### config.mk
export PLATFORM = sky130hd
export DESIGN_NAME = op_move_handler
export DESIGN_NICKNAME = d
export VERILOG_FILES = /design/src/rtl/op_move_handler.sv
export SDC_FILE = /design/constraint.sdc
export NUM_CORES = 1
export LEC_CHECK = 0
export CORE_ASPECT_RATIO = 2
export CORE_UTILIZATION = 40
export DETAILED_ROUTE_END_ITERATION = 7
export GPL_TIMING_DRIVEN = 1
export PLACE_DENSITY = 0.63
export SKIP_CTS_REPAIR_TIMING = 1
export SYNTH_ARGS = -nofsm -noshare
export SYNTH_HDL_FRONTEND = slang
export SYNTH_SLANG_ARGS = --single-unit
### constraint.sdc
create_clock -name clk -period 7.74 [get_ports clk]
set_input_delay 0.774 -clock clk [delete_from_list [all_inputs] [get_ports clk]]
set_output_delay 0.774 -clock clk [all_outputs]
set_load 0.01 [all_outputs]
### src/rtl/op_move_handler.sv
// Linear-move op handler: resolves an absolute/relative XY target, clamps it to the work area,
// runs one motors burst and publishes the new position, behind a trigger/rdy/done handshake.
module op_move_handler #(
    parameter int POS_X_BITS       = 12,
    parameter int POS_Y_BITS       = 12,
    parameter int PULSE_NUM_X_BITS = 12,
    parameter int PULSE_NUM_Y_BITS = 12,
    parameter int X_MAX            = 4095,
    parameter int Y_MAX            = 4095
) (
    input  logic                        clk,
    input  logic                        reset,
    input  logic                        clk_en,
    input  logic                        trigger,
    input  logic                        rel_mode,
    input  logic [POS_X_BITS:0]         arg_x,
    input  logic [POS_Y_BITS:0]         arg_y,
    output logic                        rdy,
    output logic                        done,
    input  logic [POS_X_BITS-1:0]       cur_x,
    input  logic [POS_Y_BITS-1:0]       cur_y,
    input  logic                        motors_rdy,
    input  logic                        motors_done,
    output logic                        motors_trigger,
    output logic [PULSE_NUM_X_BITS-1:0] motors_pulse_x,
    output logic [PULSE_NUM_Y_BITS-1:0] motors_pulse_y,
    output logic                        motors_dir_x,
    output logic                        motors_dir_y,
    output logic [POS_X_BITS-1:0]       pos_new_x,
    output logic [POS_Y_BITS-1:0]       pos_new_y,
    output logic                        pos_update,
    output logic [2:0]                  fsm_state
);
    // Handshake: an op is accepted on an enabled edge where rdy=1 and trigger=1; done marks its end.
    localparam int XW = POS_X_BITS + 2;
    localparam int YW = POS_Y_BITS + 2;
    localparam logic signed [XW-1:0] X_MAX_S = XW'(X_MAX);
    localparam logic signed [YW-1:0] Y_MAX_S = YW'(Y_MAX);
    localparam logic [31:0] PX_MAX = (32'd1 << PULSE_NUM_X_BITS) - 32'd1;
    localparam logic [31:0] PY_MAX = (32'd1 << PULSE_NUM_Y_BITS) - 32'd1;

    typedef enum logic [2:0] {
        S_IDLE, S_CALC, S_WAIT_MRDY, S_START, S_WAIT_MDONE, S_UPDATE, S_DONE
    } state_t;

    state_t state, state_nxt;

    logic                  rel_q;
    logic [POS_X_BITS:0]   arg_x_q;
    logic [POS_Y_BITS:0]   arg_y_q;
    logic [POS_X_BITS-1:0] cur_x_q, tgt_x_q;
    logic [POS_Y_BITS-1:0] cur_y_q, tgt_y_q;

    logic signed [XW-1:0]  cur_x_e, arg_x_e, sum_x, tgt_x_s, delta_x;
    logic signed [YW-1:0]  cur_y_e, arg_y_e, sum_y, tgt_y_s, delta_y;
    logic [XW-1:0]         abs_x;
    logic [YW-1:0]         abs_y;
    logic [31:0]           abs_x32, abs_y32;
    logic [PULSE_NUM_X_BITS-1:0] pulse_x_c;
    logic [PULSE_NUM_Y_BITS-1:0] pulse_y_c;
    logic                  zero_move;

    // Target arithmetic runs two bits wider than the position so cur+arg never wraps.
    assign cur_x_e = $signed({2'b00, cur_x_q});
    assign cur_y_e = $signed({2'b00, cur_y_q});
    assign arg_x_e = $signed({arg_x_q[POS_X_BITS], arg_x_q});
    assign arg_y_e = $signed({arg_y_q[POS_Y_BITS], arg_y_q});
    assign sum_x   = rel_q ? cur_x_e + arg_x_e : arg_x_e;
    assign sum_y   = rel_q ? cur_y_e + arg_y_e : arg_y_e;

    always_comb begin
        tgt_x_s = sum_x;
        tgt_y_s = sum_y;
        if (sum_x[XW-1])          tgt_x_s = '0;
        else if (sum_x > X_MAX_S) tgt_x_s = X_MAX_S;
        if (sum_y[YW-1])          tgt_y_s = '0;
        else if (sum_y > Y_MAX_S) tgt_y_s = Y_MAX_S;
    end

    assign delta_x   = tgt_x_s - cur_x_e;
    assign delta_y   = tgt_y_s - cur_y_e;
    assign abs_x     = delta_x[XW-1] ? $unsigned(-delta_x) : $unsigned(delta_x);
    assign abs_y     = delta_y[YW-1] ? $unsigned(-delta_y) : $unsigned(delta_y);
    assign abs_x32   = 32'(abs_x);
    assign abs_y32   = 32'(abs_y);
    assign pulse_x_c = (abs_x32 > PX_MAX) ? PULSE_NUM_X_BITS'(PX_MAX) : PULSE_NUM_X_BITS'(abs_x32);
    assign pulse_y_c = (abs_y32 > PY_MAX) ? PULSE_NUM_Y_BITS'(PY_MAX) : PULSE_NUM_Y_BITS'(abs_y32);
    assign zero_move = (delta_x == '0) && (delta_y == '0);

    always_ff @(posedge clk or negedge reset) begin
        if (!reset)      state <= S_IDLE;
        else if (clk_en) state <= state_nxt;
    end

    always_comb begin
        state_nxt = state;
        case (state)
            S_IDLE:       if (trigger) state_nxt = S_CALC;
            S_CALC:       state_nxt = zero_move ? S_UPDATE : S_WAIT_MRDY;
            S_WAIT_MRDY:  if (motors_rdy) state_nxt = S_START;
            S_START:      state_nxt = S_WAIT_MDONE;
            S_WAIT_MDONE: if (motors_done) state_nxt = S_UPDATE;
            S_UPDATE:     state_nxt = S_DONE;
            S_DONE:       state_nxt = S_IDLE;
            default:      state_nxt = S_IDLE;
        endcase
    end

    assign rdy       = (state == S_IDLE);
    assign fsm_state = state;

    // Strobes are registered from the current state, so each lasts exactly one enabled cycle.
    always_ff @(posedge clk or negedge reset) begin
        if (!reset) begin
            rel_q          <= 1'b0;
            arg_x_q        <= '0;
            arg_y_q        <= '0;
            cur_x_q        <= '0;
            cur_y_q        <= '0;
            tgt_x_q        <= '0;
            tgt_y_q        <= '0;
            motors_pulse_x <= '0;
            motors_pulse_y <= '0;
            motors_dir_x   <= 1'b0;
            motors_dir_y   <= 1'b0;
            motors_trigger <= 1'b0;
            pos_update     <= 1'b0;
            pos_new_x      <= '0;
            pos_new_y      <= '0;
            done           <= 1'b0;
        end else if (clk_en) begin
            if (state == S_IDLE && trigger) begin
                rel_q   <= rel_mode;
                arg_x_q <= arg_x;
                arg_y_q <= arg_y;
                cur_x_q <= cur_x;
                cur_y_q <= cur_y;
            end
            if (state == S_CALC) begin
                tgt_x_q        <= POS_X_BITS'(tgt_x_s);
                tgt_y_q        <= POS_Y_BITS'(tgt_y_s);
                motors_pulse_x <= pulse_x_c;
                motors_pulse_y <= pulse_y_c;
                motors_dir_x   <= delta_x[XW-1];
                motors_dir_y   <= delta_y[YW-1];
            end
            if (state == S_UPDATE) begin
                pos_new_x <= tgt_x_q;
                pos_new_y <= tgt_y_q;
            end
            motors_trigger <= (state == S_START);
            pos_update     <= (state == S_UPDATE);
            done           <= (state == S_DONE);
        end
    end
endmodule

* Yosys cells after proc, flatten, opt, wreduce, memory -nomap -nowiden
Index checks and enable logic that the tools add are counted.
Word-level totals: flip-flop bits (word level) 131, word-level logic and storage cells 60, input bits 57, output and inout port bits 57
Operators by class: muxes and demuxes 15, magnitude comparators 4, equal/unequal tests 9, add/subtract/negate cells 6, reductions and logical operators 9
Operator list (number):
- $mux 14 | 5
- $mux 13 | 3
- $add 13x13->14 | 2
- $gt 14x12->1 const B | 2
- $gt 14x13->1 const B | 2
- $logic_not 14->1 | 2
- $neg 14->14 | 2
- $sub 14x13->14 | 2
- $mux 12 | 2
- $pmux 3 s6 | 1
- $mux 3 | 4
- $eq 3x3->1 const B | 3
- $eq 3x2->1 const B | 2
- $ne 2x2->1 const B | 3
- $reduce_and 2->1 | 3
- $reduce_and 4->1 | 1
- $eq 3x1->1 const B | 1
- $logic_not 3->1 | 1
- $logic_and 1x1->1 | 2

* Longest topological paths before layout
Gate-level depths: netlist of the first run.
word-level depth 10, mapped depth 24, gate-level depth less buffers 22

* Worst setup path after synthesis of the first run
OpenSTA, ideal clock, no wires.
kind register -> register, from register cur_x_q[0], to register motors_pulse_x[1], arrival time 4885 ps, setup slack 2773 ps, setup time 82 ps, required time 7658 ps, clock period less this slack 4967 ps, stages on the path, launching flop included 24, buffers on the path 1, cells stage by stage dfrtp_1 ha_1 inv_1 fa_1 nor2b_1 o21a_1 o21a_1 o21ba_2 o2111ai_1 and3_1 o21ai_1 o21bai_1 ha_1 fa_1 nor2b_4 o31a_1 o2111a_1 mux2i_1 nand2_1 or4b_1 nor4_1 nor2_1 buf_6 a31oi_1
Between the ends: cells in the longest elaborated chain, start to end 10
RTL lines:
- from (decl) | line 51 | logic [POS_X_BITS-1:0] cur_x_q, tgt_x_q;
- from (signal assigned) | line 136 | cur_x_q <= cur_x;
- $add 13x13->14 | line 68 | assign sum_x = rel_q ? cur_x_e + arg_x_e : arg_x_e;
- $mux 14 | line 68
- $gt 14x13->1 | line 75 | else if (sum_x > X_MAX_S) tgt_x_s = X_MAX_S;
- $mux 13 | line 75
- $mux 14 | line 74 | if (sum_x[XW-1]) tgt_x_s = '0;
- $sub 14x13->14 * | line 80 | assign delta_x = tgt_x_s - cur_x_e;
- $neg 14->14 | line 82 | assign abs_x = delta_x[XW-1] ? $unsigned(-delta_x) : $unsigned(delta_x);
- $mux 14 * | line 82
- $gt 14x12->1 | line 86 | assign pulse_x_c = (abs_x32 > PX_MAX) ? PULSE_NUM_X_BITS'(PX_MAX) : PULSE_NUM_X_BITS'(abs_x32);
- $mux 12 * | line 86
- to (signal assigned) | line 142 | motors_pulse_x <= pulse_x_c;
- to (decl) | line 25 | output logic [PULSE_NUM_X_BITS-1:0] motors_pulse_x,
Every way passes the cells marked *; elsewhere a longest branch is shown, timed or not. A chain may end at the register's enable or synchronous reset.

* Final worst setup path of the first run
from register cur_x_q[0], to register motors_pulse_x[6]
Same word-level chain as after synthesis.

==> out/results.txt, run 1 <==
status = finished clean
fin. max-slew vios = 0
Peak Freq = 0.1713 GHz
CP arrival = 6.20 ns
fraction of layout cells with a size suffix above 1 = 12.00%
Placer Congestion = 0.9116
vias per inst = 5.482
largest net degree at the start of global routing = 76
Post-synth EDFFs = 0
non-filler cells, final = 1254
Post-Synth XOR/XNOR Area = 4.584%
Gate Count Post-Synth = 878
Congestion Overflow GR = 0
critical path's slowest cell = or4b_1
Post-route DRC = 0
Slew HR = 32.17%
Setup violations, final = 0
clock slew at reported path FFs = 0.06 ns
max-cap violation count = 0
DRT Pass-1 Iters = 4
flop-to-flop setup slack = 1.90 ns
dpl hpwl = 17410 µm
post-synthesis async set-or-reset flop share = 100.0%
root buf cell = clkbuf_16
via count = 6874
Num CTS Buffers = 17
Final Hold Fails = 0
Syn. warnings = 0
Initial DRC Count = 241
mux cell area share after synthesis = 9.472%
initial antenna violation count = 0
first-pass GRT wire length = 36340 µm
post-synthesis compound-gate area fraction = 18.55%
Syn Nets = 991
Post-DP Area = 9588 µm²
H-tree levels = 4
CP max FO = 12
Clock Latency Late Sink = 0.44 ns
Die Footprint = 21150 µm²
Hold Path Class = input port to asynchronous set/reset pin
starting density of the core = 41.08%
Buffers on Ports = 113
CP Capture Type = register
Crit Path Class = register to register
final setup TNS = 0 ns
CTS tree = yes
# clock sinks = 131
synthesized area = 8217 µm²
Cell variety after synth = 68
Layout Utilization = 51.19%
Final Cycle Share = 75.41%
#FFs+latches synth = 131
cell chain of the critical path = ha_1, inv_1, fa_1, nor2b_1, o21a_1, o21a_1, o21ba_2, o2111ai_1, and3_1, o21ai_1, o21bai_1, ha_1, fa_1, nor2b_4, o31a_1, o2111a_1, mux2i_1, nand2_1, or4b_1, nor4_1, nor2_1, a31oi_1
required time of the worst setup path = 8.10 ns
synthesis-to-finish area growth = 24.61%
clock tree buffer depth = 2
Avg Cell Area, Syn = 9.358 µm²
core area = 20000 µm²
Cell Rows = 73
Layout Skew = 0.006189 ns
antenna viol nets, final = 0
n_diodes = 0
Post-Synth Simple-Gate Area = 14.98%
Critical Path Start Type = register
Worst-Margin Slew = 1.014 ns
Final min period = 5.836 ns
Finished Cell Area = 10240 µm²
Placed Instances = 1223
Avg WL per Cell = 18.13 µm
main combinational cell family by area after synthesis = compound AO/OA/AOI/OAI gates
vias in the first global route = 7114
die width = 103.3 µm
sequential share of the synthesized area = 39.90%
overall routed net length = 22740 µm
Top FF cell, synth = dfrtp_1
Net count, final = 1093
Synth Area in Adders = 8.893%
RSZ-0062 raised after global routing = false
Die H = 204.7 µm
All-Layer GR Usage = 23.52%
CP max stage delay = 0.58 ns
IO Count = 114
==> cell families (layout without fill, tap and decap cells) <==
family	count (synthesis)	after routing
muxes	70	70
AOI/OAI and AO/OA	238	238
DFF	131	131
and+or+nand+nor	263	263
xor gates and xnor gates	43	43
buffers and inverters	77	191
adders and majority gates	56	56
==> final timing paths <==
| path | to | depth (start not counted) | start |
|---|---|---|---|
| worst min-delay path | arg_x_q[2] | 1 | reset |
| worst min register to register | motors_pulse_y[6] | 2 | motors_pulse_y[6] |
| min in group clk | motors_pulse_y[6] | 2 | motors_pulse_y[6] |
| worst max register to register | motors_pulse_x[6] | 22 | cur_x_q[0] |
| max in group asynchronous | motors_pulse_y[7] | 2 | reset |
| worst max-delay path | motors_pulse_x[6] | 22 | cur_x_q[0] |
==> sequential cells by signal, indices dropped and copies added, names as in the netlist, 12 cells and up <==
register and cells:
arg_x_q 13, arg_y_q 13, cur_x_q 12, cur_y_q 12, motors_pulse_x 12, motors_pulse_y 12
pos_new_x 12, pos_new_y 12, tgt_x_q 12, tgt_y_q 12
==> Yosys cell counts, drive strengths merged (3+ instances only) <==
| library cell | n | area (µm²) |
|---|---|---|
| nand4b | 3 | 26.28 |
| xnor2 | 21 | 183.9 |
| or3 | 4 | 25.02 |
| a211oi | 5 | 37.54 |
| o21bai | 3 | 22.52 |
| nor2 | 79 | 296.5 |
| nand2 | 94 | 352.8 |
| nand4 | 3 | 18.77 |
| clkbuf | 33 | 123.9 |
| o211ai | 5 | 37.54 |
| nor4 | 3 | 18.77 |
| a21o | 11 | 82.58 |
| o31a | 5 | 45.04 |
| o21a | 18 | 135.1 |
| nor2b | 24 | 157.6 |
| inv | 40 | 150.1 |
| mux2i | 8 | 80.08 |
| and3 | 5 | 31.28 |
| ha | 52 | 650.6 |
| and2 | 3 | 18.77 |
| a211o | 3 | 26.28 |
| nand2b | 5 | 31.28 |
| o22ai | 4 | 31.28 |
| xor2 | 22 | 192.7 |
| o31ai | 4 | 30.03 |
| nor3 | 16 | 80.08 |
| dfrtp | 131 | 3278 |
| mux2 | 62 | 698.2 |
| buf | 4 | 23.77 |
| a31oi | 23 | 175.2 |
| o21ai | 84 | 420.4 |
| fa | 4 | 80.08 |
| or2 | 7 | 43.79 |
| o2111ai | 3 | 26.28 |
| a21oi | 47 | 235.2 |
| a22o | 3 | 26.28 |
| nand3 | 5 | 25.02 |
==> worst max-delay path, delay by kind of cell, from the launching register on <==
kind	cells	cell delay, ns
buffers and inverters	1	0.06
AND/OR/NAND/NOR	7	1.76
flip-flops	1	0.39
multiplexers	1	0.25
AO/OA/AOI/OAI	9	2.02
adder cells (fa/ha/maj)	4	1.27
==> per-layer routing <==
metal / track usage, % / vias up / share of wire (%)
li1: - / 3318 / -
met1: 21.29 / 3338 / 33
met3: 3.821 / 72 / 2.7
met4: 17.00 / 0 / 6.8
met5: 0 / - / 0
met2: 44.84 / 146 / 58
==> per-stage QoR <==
| stage | hold WS [ns] | setup WS, ns |
|---|---|---|
| finish | 0.2930 | 1.904 |
| CTS | 0.3154 | 1.871 |
| detailed placement | 0.4557 | 1.928 |
| floorplan | 0.4460 | 2.773 |
| global placement | 0.4545 | 2.041 |
| global route | 0.3408 | 1.315 |
==> layout by cell type, fill, tap and decap left out, types with 5 or more instances in the layout <==
cell / synthesis / layout
nand2_1: 94 / 94
o21ai_1: 5 / 5
inv_1: 40 / 40
nor2b_1: 23 / 23
ha_1: 52 / 52
a21o_1: 11 / 11
a211oi_1: 5 / 5
dfrtp_1: 131 / 131
o21ai_0: 79 / 79
o21a_1: 18 / 18
a31oi_2: 5 / 5
clkdlybuf4s50_1: 0 / 112
mux2i_1: 8 / 8
nand2b_1: 5 / 5
mux2_2: 62 / 62
nand3_1: 5 / 5
xor2_1: 22 / 22
o211ai_1: 5 / 5
a31oi_1: 18 / 18
nor3_1: 16 / 15
or2_2: 7 / 7
a21oi_1: 47 / 47
buf_4: 0 / 7
clkbuf_16: 0 / 17
nor2_1: 79 / 79
xnor2_1: 21 / 21
bufinv_16: 0 / 5
==> cell type report <==
| class | instances | area (µm²) |
|---|---|---|
| sequential | 131 | 3278 |
| tap | 262 | 327.8 |
| multi-input combinational | 670 | 4647 |
| inverter | 40 | 150.1 |
| fill | 1845 | 9764 |
| timing repair buffer | 120 | 1185 |
| clock buffer | 22 | 474.2 |
| clock inverter | 9 | 176.4 |
Power of run 1 is left out: the tool's default activity adds up to more than one toggle a clock period on the data nets, which glitch-free logic cannot reach.
==> run 2, diff against run 1 <==
- clock period: 7.74 -> 5.4 ns (I/O delays scaled with it)
==> run 2 against run 1 <==
Compared with the run above:
- flip-flop and latch count stayed put
- design area is 2.0% higher
- clock-buffer cell count is 2 lower
- utilization is 1.0 points higher
- first-iteration DRC count is 8.7% higher
- cell count is 1.8% higher
- worst hold slack worse by 0.13 ns
- fmax is 15% higher
- critical path depth stayed put
- register-to-register slack worse by 1.6 ns
==> out/results.txt, run 2 (synthesis results as in run 1) <==
status = finished clean
Avg WL per Cell = 17.84 µm (-1.6%)
Cell Rows = 73 (unchanged)
All-Layer GR Usage = 23.40% (-0.13 points)
Buffers on Ports = 113 (unchanged)
Post-DP Area = 9738 µm² (+1.6%)
register area = 3278 µm² (unchanged)
CP arrival = 5.44 ns (-0.76 ns)
launching point of the worst reg2reg path = arg_x_q[0]
core area = 20000 µm² (unchanged)
CP Capture Type = register
Setup violations, final = 0 (unchanged)
DRT Pass-1 Iters = 5 (+1)
Final Hold Fails = 0 (unchanged)
starting density of the core = 41.08% (unchanged)
Slew HR = 31.27% (-0.90 points)
commonest non-fill, non-tap cell in the layout = dfrtp_1
Critical Path Start Type = register
vias in the first global route = 7118 (+0.056%)
first-pass GRT wire length = 36070 µm (-0.74%)
Final Cycle Share = 94.20% (+19 points)
clock tree buffer depth = 2 (unchanged)
H-tree levels = 4 (unchanged)
antenna viol nets, final = 0 (unchanged)
Peak Freq = 0.1966 GHz (+15%)
Congestion Overflow GR = 0 (unchanged)
Num CTS Buffers = 17 (unchanged)
largest net degree at the start of global routing = 85 (+12%)
Worst-Margin Slew = 1.025 ns (+0.01167 ns)
CP max FO = 12 (unchanged)
# clock sinks = 131 (unchanged)
die width = 103.3 µm (unchanged)
Die Footprint = 21150 µm² (unchanged)
via count = 6880 (+0.087%)
Layout Skew = 0.009113 ns (+0.002924 ns)
fraction of layout cells with a size suffix above 1 = 15.48% (+3.5 points)
Placer Congestion = 0.8779 (-3.7%)
synthesis-to-finish area growth = 27.12%
r2r worst-path depth = 22 (unchanged)
root buf cell = clkbuf_16
Buf/Inv on CP = 2 (+1)
critical path's slowest cell = or4b_4
Crit Path Class = register to register
max-cap violation count = 0 (unchanged)
footprint of the multi-input gates = 4733 µm² (+1.9%)
Net count, final = 1114 (+1.9%)
Initial DRC Count = 262 (+8.7%)
n_diodes = 0 (unchanged)
Hold Path Class = input port to asynchronous set/reset pin
vias per inst = 5.392 (-1.6%)
reg2reg end = motors_pulse_x[1]
commonest cells after routing, fill and taps aside = 131 x dfrtp_1, 112 x clkdlybuf4s50_1, 94 x nand2_1
critical path's top delay family = compound AO/OA/AOI/OAI gates
fin. max-slew vios = 0 (unchanged)
Die H = 204.7 µm (unchanged)
cell chain of the critical path = ha_1, inv_1, fa_1, nor2b_1, o21a_1, o21a_1, o21ba_2, o2111ai_2, and3_4, o21ai_4, o21bai_2, inv_1, ha_1, nor2b_1, o31a_2, o21ai_1, xor2_2, nand4b_1, or4b_4, nor4_4, nor2_4, a31oi_1
initial antenna violation count = 0 (unchanged)
Clock Latency Late Sink = 0.44 ns (about the same)
Filler cells = 1866 (+1.1%)
CTS tree = yes
required time of the worst setup path = 5.76 ns (-2.34 ns)
Final min period = 5.087 ns (-0.7494 ns)
Regs by FF count = arg_x_q x13, arg_y_q x13
clock slew at reported path FFs = 0.06 ns (about the same)
Finished Cell Area = 10450 µm² (+2.0%)
IO Count = 114 (unchanged)
overall routed net length = 22770 µm (+0.13%)
flop-to-flop setup slack = 0.31 ns (-1.59 ns)
Post-route DRC = 0 (unchanged)
dpl hpwl = 17740 µm (+1.9%)
CP max stage delay = 0.54 ns (-0.04 ns)
run 2: cell type report:
cell class	count	share of cell area, %
repair buffers	141	12.85
flip-flops and latches	131	31.38
clock inverters	12	1.497
inverters	40	1.437
clock buffers	20	4.372
multi-input cells	670	45.32
well taps	262	3.138
run 2: metrics by stage:
step / setup TNS [ns] / std cells / util [%] / hold slack (ns) / setup WS, ns
after detailed placement: -0.004962 / 1243 / 48.68 / 0.4596 / -0.004798
final: 0 / 1276 / 52.22 / 0.1589 / 0.3131
after global placement: 0 / 1243 / 48.68 / 0.4554 / 0.1112
after global routing: -0.04952 / 1276 / 52.22 / 0.2275 / -0.01590
after CTS: -0.5060 / 1275 / 51.75 / 0.1862 / -0.05429
after floorplan: 0 / 878 / - / 0.2444 / 0.4328
run 2: worst max-delay path by stage:
| stage | from | endpoint | slack, ns | cells after the start |
|---|---|---|---|---|
| floorplan | cur_x_q[0] | motors_pulse_x[5] | 0.43 | 23 |
| global placement | cur_x_q[0] | motors_pulse_x[5] | 0.11 | 23 |
| detailed placement | cur_x_q[0] | motors_pulse_x[1] | -0.005 | 23 |
| CTS | arg_x_q[0] | motors_pulse_x[1] | -0.05 | 23 |
| global route | cur_x_q[0] | motors_pulse_x[1] | -0.02 | 22 |
| finish | arg_x_q[0] | motors_pulse_x[1] | 0.31 | 22 |
run 2: metal layers:
layer	vias up	global-route usage, %	wire, µm
met5	-	0	0
met4	0	16.05	1625
met3	73	3.344	637
met2	164	45.36	13160
met1	3282	21.15	7350
li1	3361	-	-
run 2: worst reg2reg max path: stages (launching register included):
cell and delay (ns):
dfrtp_1 0.40, ha_1 0.22, inv_1 0.07, fa_1 0.17, nor2b_1 0.06, o21a_1 0.17, o21a_1 0.19, o21ba_2 0.23
o2111ai_2 0.23, and3_4 0.26, o21ai_4 0.07, o21bai_2 0.25, inv_1 0.08, ha_1 0.27, nor2b_1 0.15, o31a_2 0.34
o21ai_1 0.24, xor2_2 0.27, nand4b_1 0.18, or4b_4 0.54, nor4_4 0.28, nor2_4 0.14, a31oi_1 0.20
Power of run 2 is left out for the same reason.
